[src/rtl/regfile_mp.sv]
// regfile_mp: parametrised multi-port register file with optional same-cycle
// write forwarding, hardwired-zero register 0 and a background clear sequencer
// that walks every register to zero without a global reset.
module regfile_mp #(
  parameter int DATA_WIDTH = 32,
  parameter int ADDR_WIDTH = 5,
  parameter int NUM_READ   = 2,
  parameter int NUM_WRITE  = 2,
  parameter int BYPASS     = 1,
  parameter int ZERO_REG   = 1
) (
  input  logic                             clock,
  input  logic                             ctrl_reset,
  input  logic [NUM_WRITE-1:0]             ctrl_writeEnable,
  input  logic [NUM_WRITE*ADDR_WIDTH-1:0]  ctrl_writeReg,
  input  logic [NUM_WRITE*DATA_WIDTH-1:0]  data_writeReg,
  input  logic [NUM_READ*ADDR_WIDTH-1:0]   ctrl_readReg,
  output logic [NUM_READ*DATA_WIDTH-1:0]   data_readReg,
  input  logic                             ctrl_clear,
  output logic                             status_busy
);

  localparam int DEPTH = 2 ** ADDR_WIDTH;
  localparam logic [ADDR_WIDTH-1:0] LAST_IDX = '1;
  localparam logic [ADDR_WIDTH-1:0] ONE_IDX  = {{(ADDR_WIDTH-1){1'b0}}, 1'b1};

  typedef enum logic {IDLE, CLEAR} state_t;

  state_t                  state, state_nxt;
  logic [ADDR_WIDTH-1:0]   clr_idx, clr_idx_nxt;
  logic                    busy;

  logic [DATA_WIDTH-1:0]   regs [DEPTH];

  logic [ADDR_WIDTH-1:0]   wr_addr [NUM_WRITE];
  logic [DATA_WIDTH-1:0]   wr_data [NUM_WRITE];
  // wr_hit excludes ctrl_reset so the forwarding path has no reset dependency
  logic [NUM_WRITE-1:0]    wr_hit;
  logic [NUM_WRITE-1:0]    wr_commit;

  logic [ADDR_WIDTH-1:0]   rd_addr;
  logic [DATA_WIDTH-1:0]   rd_val;

  assign busy        = (state == CLEAR);
  assign status_busy = busy;

  // Unpack write ports and decide which ones are eligible to land this cycle
  always_comb begin
    wr_hit    = '0;
    wr_commit = '0;
    for (int w = 0; w < NUM_WRITE; w++) begin
      wr_addr[w]   = ctrl_writeReg[w*ADDR_WIDTH +: ADDR_WIDTH];
      wr_data[w]   = data_writeReg[w*DATA_WIDTH +: DATA_WIDTH];
      wr_hit[w]    = ctrl_writeEnable[w] && !busy &&
                     !((ZERO_REG != 0) && (wr_addr[w] == '0));
      wr_commit[w] = wr_hit[w] && !ctrl_reset;
    end
  end

  // Clear sequencer next-state: start on request in IDLE, walk to the last index
  always_comb begin
    state_nxt   = state;
    clr_idx_nxt = clr_idx;
    case (state)
      IDLE: begin
        if (ctrl_clear) begin
          state_nxt   = CLEAR;
          clr_idx_nxt = '0;
        end
      end
      CLEAR: begin
        if (clr_idx == LAST_IDX) begin
          state_nxt = IDLE;
        end else begin
          clr_idx_nxt = clr_idx + ONE_IDX;
        end
      end
      default: state_nxt = IDLE;
    endcase
  end

  // Clear sequencer state register; reset overrides any sequence in flight
  always_ff @(posedge clock) begin
    if (ctrl_reset) begin
      state   <= IDLE;
      clr_idx <= '0;
    end else begin
      state   <= state_nxt;
      clr_idx <= clr_idx_nxt;
    end
  end

  // Storage update: reset wipes all, clear zeroes one entry, else ports commit
  // in ascending order so the highest-index port wins an address conflict
  always_ff @(posedge clock) begin
    if (ctrl_reset) begin
      for (int i = 0; i < DEPTH; i++) begin
        regs[i] <= '0;
      end
    end else if (busy) begin
      regs[clr_idx] <= '0;
    end else begin
      for (int w = 0; w < NUM_WRITE; w++) begin
        if (wr_commit[w]) begin
          regs[wr_addr[w]] <= wr_data[w];
        end
      end
    end
  end

  // Read ports: busy and register 0 force zero, otherwise forward or read array
  always_comb begin
    data_readReg = '0;
    rd_addr      = '0;
    rd_val       = '0;
    for (int r = 0; r < NUM_READ; r++) begin
      rd_addr = ctrl_readReg[r*ADDR_WIDTH +: ADDR_WIDTH];
      rd_val  = regs[rd_addr];
      if (BYPASS != 0) begin
        for (int w = 0; w < NUM_WRITE; w++) begin
          if (wr_hit[w] && (wr_addr[w] == rd_addr)) begin
            rd_val = wr_data[w];
          end
        end
      end
      if (busy || ((ZERO_REG != 0) && (rd_addr == '0))) begin
        rd_val = '0;
      end
      data_readReg[r*DATA_WIDTH +: DATA_WIDTH] = rd_val;
    end
  end

endmodule

[config.mk]
export PLATFORM = sky130hd
export DESIGN_NAME = regfile_mp
export DESIGN_NICKNAME = d
export VERILOG_FILES = /design/src/rtl/regfile_mp.sv
export SDC_FILE = /design/constraint.sdc
export NUM_CORES = 2
export LEC_CHECK = 0
export BUFFER_PORTS_ARGS = -buffer_cell sky130_fd_sc_hd__buf_4
export CORE_AREA = 2 2 352 354
export DETAILED_ROUTE_END_ITERATION = 8
export DIE_AREA = 0 0 354 356
export PLACE_DENSITY = 0.63
export RECOVER_POWER = 50
export SKIP_CTS_REPAIR_TIMING = 1
export SLEW_MARGIN = 10
export SYNTH_ARGS = -nofsm -noshare
export SYNTH_HDL_FRONTEND = slang
export SYNTH_SLANG_ARGS = --single-unit
export TNS_END_PERCENT = 100
[constraint.sdc]
create_clock -name clock -period 10.3 [get_ports clock]
set_clock_uncertainty 0.2 [all_clocks]
set_input_delay 1.03 -clock clock [delete_from_list [all_inputs] [get_ports clock]]
set_output_delay 1.03 -clock clock [all_outputs]
set_load 0.05 [all_outputs]
; Word-level counts from Yosys, hierarchy flattened
; Memories as Yosys holds them, arrays and structs flattened.
; Cells that the tools add are included.
[word_totals]
mem_count = 1
elab_cells = 70
mem_bits_rw = 1024
output_inout_bits = 65
rom_bits = 0
in_bits = 89
latch_bits = 0
ff_bits = 6
[memory_table]
columns = name, words, word_bits, read_ports, rd_ports_with_merged_regs, write_ports, line_no
row1 = regs, 32, 32, 2, 0, 32, 33  ; logic [DATA_WIDTH-1:0] regs [DEPTH];
[classes]
bitwise_logic = 1
n_mul = 0
div = 0
n_eq_ne = 7
add_sub_neg = 1
order_cmp = 0
muxes = 34
shift = 0
n_reduce_logical = 24
[op_table]
columns = operator, n
row1 = $mux W32, 9
row2 = $reduce_or A32 Y1, 3
row3 = $mux W5, 5
row4 = $eq A5 B5 Y1, 4
row5 = $logic_not A5 Y1, 4
row6 = $mux W1, 18
row7 = $logic_and A1 B1 Y1, 10
row8 = $pmux W5 S2, 1
row9 = $add A5 B1 Y5 const B, 1
row10 = $eq A5 B5 Y1 const B, 1
row11 = $logic_not A1 Y1, 4
row12 = $ne A2 B2 Y1 const B, 2
row13 = $logic_or A1 B1 Y1, 2
row14 = $pmux W1 S2, 1
row15 = $reduce_and A2 Y1, 1
row16 = $not A1 Y1, 1

; Logic depth before layout (Yosys ltp)
[logic_depth]
word_depth = 10
ltp_mapped = 11
ltp_nobuf = 7

; Worst setup path before layout
; Ideal clock, no wire load.
[synth_timing]
path_kind = input to register
startpoint = in ctrl_writeReg[3]
endpoint = mem regs[16][0], enable pin
setup_time_ps = 466
n_path_buf = 4
required_ps = 9634
t_arrival_ps = 4983
stages = 9
slack_ps = 4652
path_cell_list = buf_2 > nor4_4 > a2111oi_4 > buf_6 > o21ai_1 > or2_1 > clkbuf_1 > clkbuf_1 > o21ai_0
[synth_rtl]
columns = item, line_no
row1 = "start, declared", 15  ; input logic [NUM_WRITE*ADDR_WIDTH-1:0] ctrl_writeReg,
row2 = "end, declared", 33

==> impl_metrics.yaml <==
run_status:
  status: "complete, but fails checks"
  violations: "capacitance limit, slew limit"
yosys:
  synth_top_family_by_area: "multiplexers"
  yosysTopAreaCell: "edfxtp_1"
  synthSimpleGateAreaFrac_pct: 10.64
  synthMuxAreaShare_pct: 17.87
  synth_flop_cell: "edfxtp_1"
  synth_area_leaders: "edfxtp_1 (51%), mux2i_1 (9.3%), mux4_2 (8.5%)"
  syn_inst: 5688
  avgSynthCellArea_sq_um: 10.70
  synthArstFlopShare_pct: 0
  synthAdderAreaFrac_pct: 0.04111
  syn_area_sq_um: 60870
  synth_compound_area_share_pct: 15.71
  synth_edf_count: 1024
  synth_warnings: 0
  synth_top_area_share_pct: 50.52
  synth_seq_cells: 1030
  yosysSeqAreaShare_pct: 50.72
  synth-xor-area-share_pct: 0.2878
  ys_types: 64
timing:
  setup_tns_ns: 0
  drv_slew: 906
  worst_pin_slew_ns: 3.763
  period_minus_slack_ns: 8.722
  grt_setup_unrepaired: "false"
  setup_violations: 0
  max_freq_mhz: 114.7
  relSlewSlack_pct: -150.9
  finalHoldViolCount: 0
  post-route-period-util_pct: 84.68
critical_path:
  reg2reg_to: "regs[5][0]"
  worst_ep_arrival_time_ns: 8.92
  critPathKind: "input port to flip-flop"
  end_kind: "flip-flop"
  cp.depth: 9
  cpPeakStageDelay_ns: 2.45
  path_cells: "buf_4 > a2111oi_0 > clkbuf_1 > mux2i_4 > clkbuf_1 > nor3_1 > o21ai_0 > clkbuf_1 > o21ai_0"
  r2r_cells: 8
  slowest_stage: "clkbuf_1"
  crit_top_cell: "clkbuf_1"
  critPathLaunchType: "input port"
  crit_fanout: 45
  r2r_setup_slack_ns: 1.60
  rr_startpoint: "status_busy"
  path_delay_family: "buffers and inverters"
  required_ns: 10.50
  path_buf_inv: 4
drt:
  viasPerCell: 7.291
  ant_nets: 0
  drc_errors: 0
  vias: 52310
  firstDrtPassIters: 9
  wire_per_inst_um: 36.03
  first_iter_violations: 9335
  routed_wl_mm: 258.5
placed_design:
  port_buffers: 153
  dp_hpwl_mm: 145.7
  dp.cells: 6965
  routabilityCongestion: 0.9233
hold_path:
  hold_path_end: "clr_idx[0]"
  hold_depth: 2
  worstHoldPathType: "flip-flop to flip-flop"
  hp-start: "clr_idx[0]"
clock_tree:
  clock_latency_ns: 0.72
  cts.clk_slew.worst_paths_ns: 0.06
  cts_max_path_buffers: 3
  numCtsBuffers: 111
  cts_tree: "built"
  cts_num_sinks: 1030
  cts_max_level: 3
  root_buffer: "clkbuf_16"
job:
  max-cap-violations: 35
die:
  dieArea_sq_um: 126000
  start_util_pct: 49.62
  die_w_um: 354
  ioPinCount: 154
  fp.dieH_um: 356
  core_area_sq_um: 122700
  rows: 129
global_routing:
  grt_pass1_vias: 49520
  antenna_found_initial: 19
  grt.total_usage_pct: 39.96
  grt_pass1_wl_mm: 359.8
  grt_max_degree: 139
  overflow: 0
power:
  p_leak_nw: 22.80
  p_per_area_nw_per_um2: 156.5
  vdd_drop_max_v: 0.0001429
cells_and_area:
  nets: 5532
  fin_cells: 7175
  synthToLayoutAreaGrowth_pct: 9.579
  drive_gt1_share_pct: 15.15
  fillers: 10480
-- synth_stat cells (5+ instances only) --
master / count
o21ai_0: 880
mux2i_1: 567
or3_1: 28
mux4_2: 230
a211oi_1: 62
nand4b_1: 12
o31ai_1: 24
nand3_1: 38
nor2_1: 168
a32o_1: 31
buf_2: 39
buf_1: 68
xor2_1: 7
o41ai_1: 99
nand2b_1: 11
clkbuf_1: 594
nor3_1: 15
nand3b_1: 5
edfxtp_1: 1024
nand4bb_1: 7
nor2b_1: 34
buf_6: 13
dfxtp_1: 6
nand2_1: 1111
or4_1: 35
o22ai_1: 248
or2_2: 5
a221oi_1: 32
nand4_1: 6
nor4_1: 34
inv_1: 8
o21ai_1: 64
xnor2_1: 13
a22oi_1: 34
o21ai_2: 80
-- worst reg2reg max path, delay by kind of cell (launching register included) --
family	cells	cell delay [ns]
buf+inv	3	5.04
compound gates	3	1.94
flops	1	0.56
mux	1	0.50
simple gates	1	0.14
-- cell usage in the layout, fill, tap and decap left out, types with 10 or more instances in the layout --
cell type | synthesis | routed
nand3_1 | 38 | 38
mux4_2 | 230 | 230
nor3_1 | 15 | 11
o31ai_1 | 24 | 24
edfxtp_1 | 1024 | 1024
clkbuf_16 | 0 | 116
o22ai_1 | 248 | 248
or4_1 | 35 | 34
o41ai_1 | 99 | 99
xnor2_1 | 13 | 13
nor2_4 | 0 | 30
a221oi_1 | 32 | 32
a211oi_1 | 62 | 62
o21ai_2 | 80 | 64
clkbuf_1 | 594 | 57
buf_4 | 2 | 285
conb_1 | 1 | 32
or3_2 | 0 | 12
nand2_1 | 1111 | 1108
o21ai_1 | 64 | 43
a22oi_1 | 34 | 34
o21ai_0 | 880 | 904
clkinv_1 | 0 | 26
nor2b_1 | 34 | 33
nor4_1 | 34 | 33
o21ai_4 | 0 | 13
nand4b_1 | 12 | 12
a32o_1 | 31 | 31
mux2i_1 | 567 | 566
or3_1 | 28 | 17
bufinv_16 | 0 | 15
nand2b_1 | 11 | 10
nor2_1 | 168 | 138
clkinv_2 | 0 | 21
-- through the flow --
step / power (mW) / util (%) / hold WS (ns) / cell area [sq um] / setup WS (ns)
3_5_place_dp: 6.288 / 51.62 / 0.3788 / 63320 / 3.873
5_1_grt: 10.60 / 54.36 / 0.4127 / 66680 / 1.916
6_report: 10.44 / 54.37 / 0.3993 / 66700 / 1.578
4_1_cts: 10.35 / 54.62 / 0.3866 / 67000 / 3.860
3_3_place_gp: 6.271 / 51.62 / 0.3695 / 63320 / 3.927
2_1_floorplan: 5.759 / - / 0.3197 / 60980 / 4.652
-- cell type report --
class                           instances  area [sq um]  share of cell area [%]
Clock buffer                          138          2985                   4.476
Timing Repair Buffer                  326          2369                   3.551
Inverter                                8         30.03                 0.04502
Antenna cell                            6         15.01                 0.02251
Multi-Input combinational cell       3964         27690                   41.51
Sequential cell                      1030         30870                   46.28
Tap cell                             1637          2048                   3.071
Clock inverter                         66         693.2                   1.039
-- kinds of logic (layout without fill, tap and decap cells) --
family	count (synthesis)	after routing
XOR/XNOR	20	20
adder cells (fa/ha/maj)	2	2
other	1	38
AO/OA/AOI/OAI	1580	1580
AND/OR/NAND/NOR	1531	1531
multiplexers	799	799
flip-flops	1030	1030
buffers and inverters	725	538
-- report_power, final --
part,switching (mW),internal [mW]
combinational,0.976,0.421
sequential,0.0918,4.78
clock,1.75,2.41
-- state kept, by name (all words and copies together), names as in the netlist --
register	cells
clr_idx	5
regs	1024
status_busy	1
-- worst max-delay path by stage --
stage	start	end	slack, ns
final	ctrl_reset	regs[5][0]	1.58
after global routing	status_busy	regs[28][19]	1.92
after CTS	ctrl_readReg[7]	data_readReg[54]	3.86
after detailed placement	ctrl_readReg[7]	data_readReg[54]	3.87
after global placement	ctrl_readReg[7]	data_readReg[54]	3.93
after floorplan	ctrl_writeReg[3]	regs[16][0]	4.65
-- layer usage --
metal / up-vias / GRT usage [%] / part of all wire, %
li1: 20960 / - / -
met1: 25380 / 51.36 / 35
met2: 4937 / 57.06 / 41
met3: 1008 / 15.39 / 17
met4: 28 / 24.35 / 7.3
met5: - / 0 / 0.065
Power figures use the tool's default switching activity.
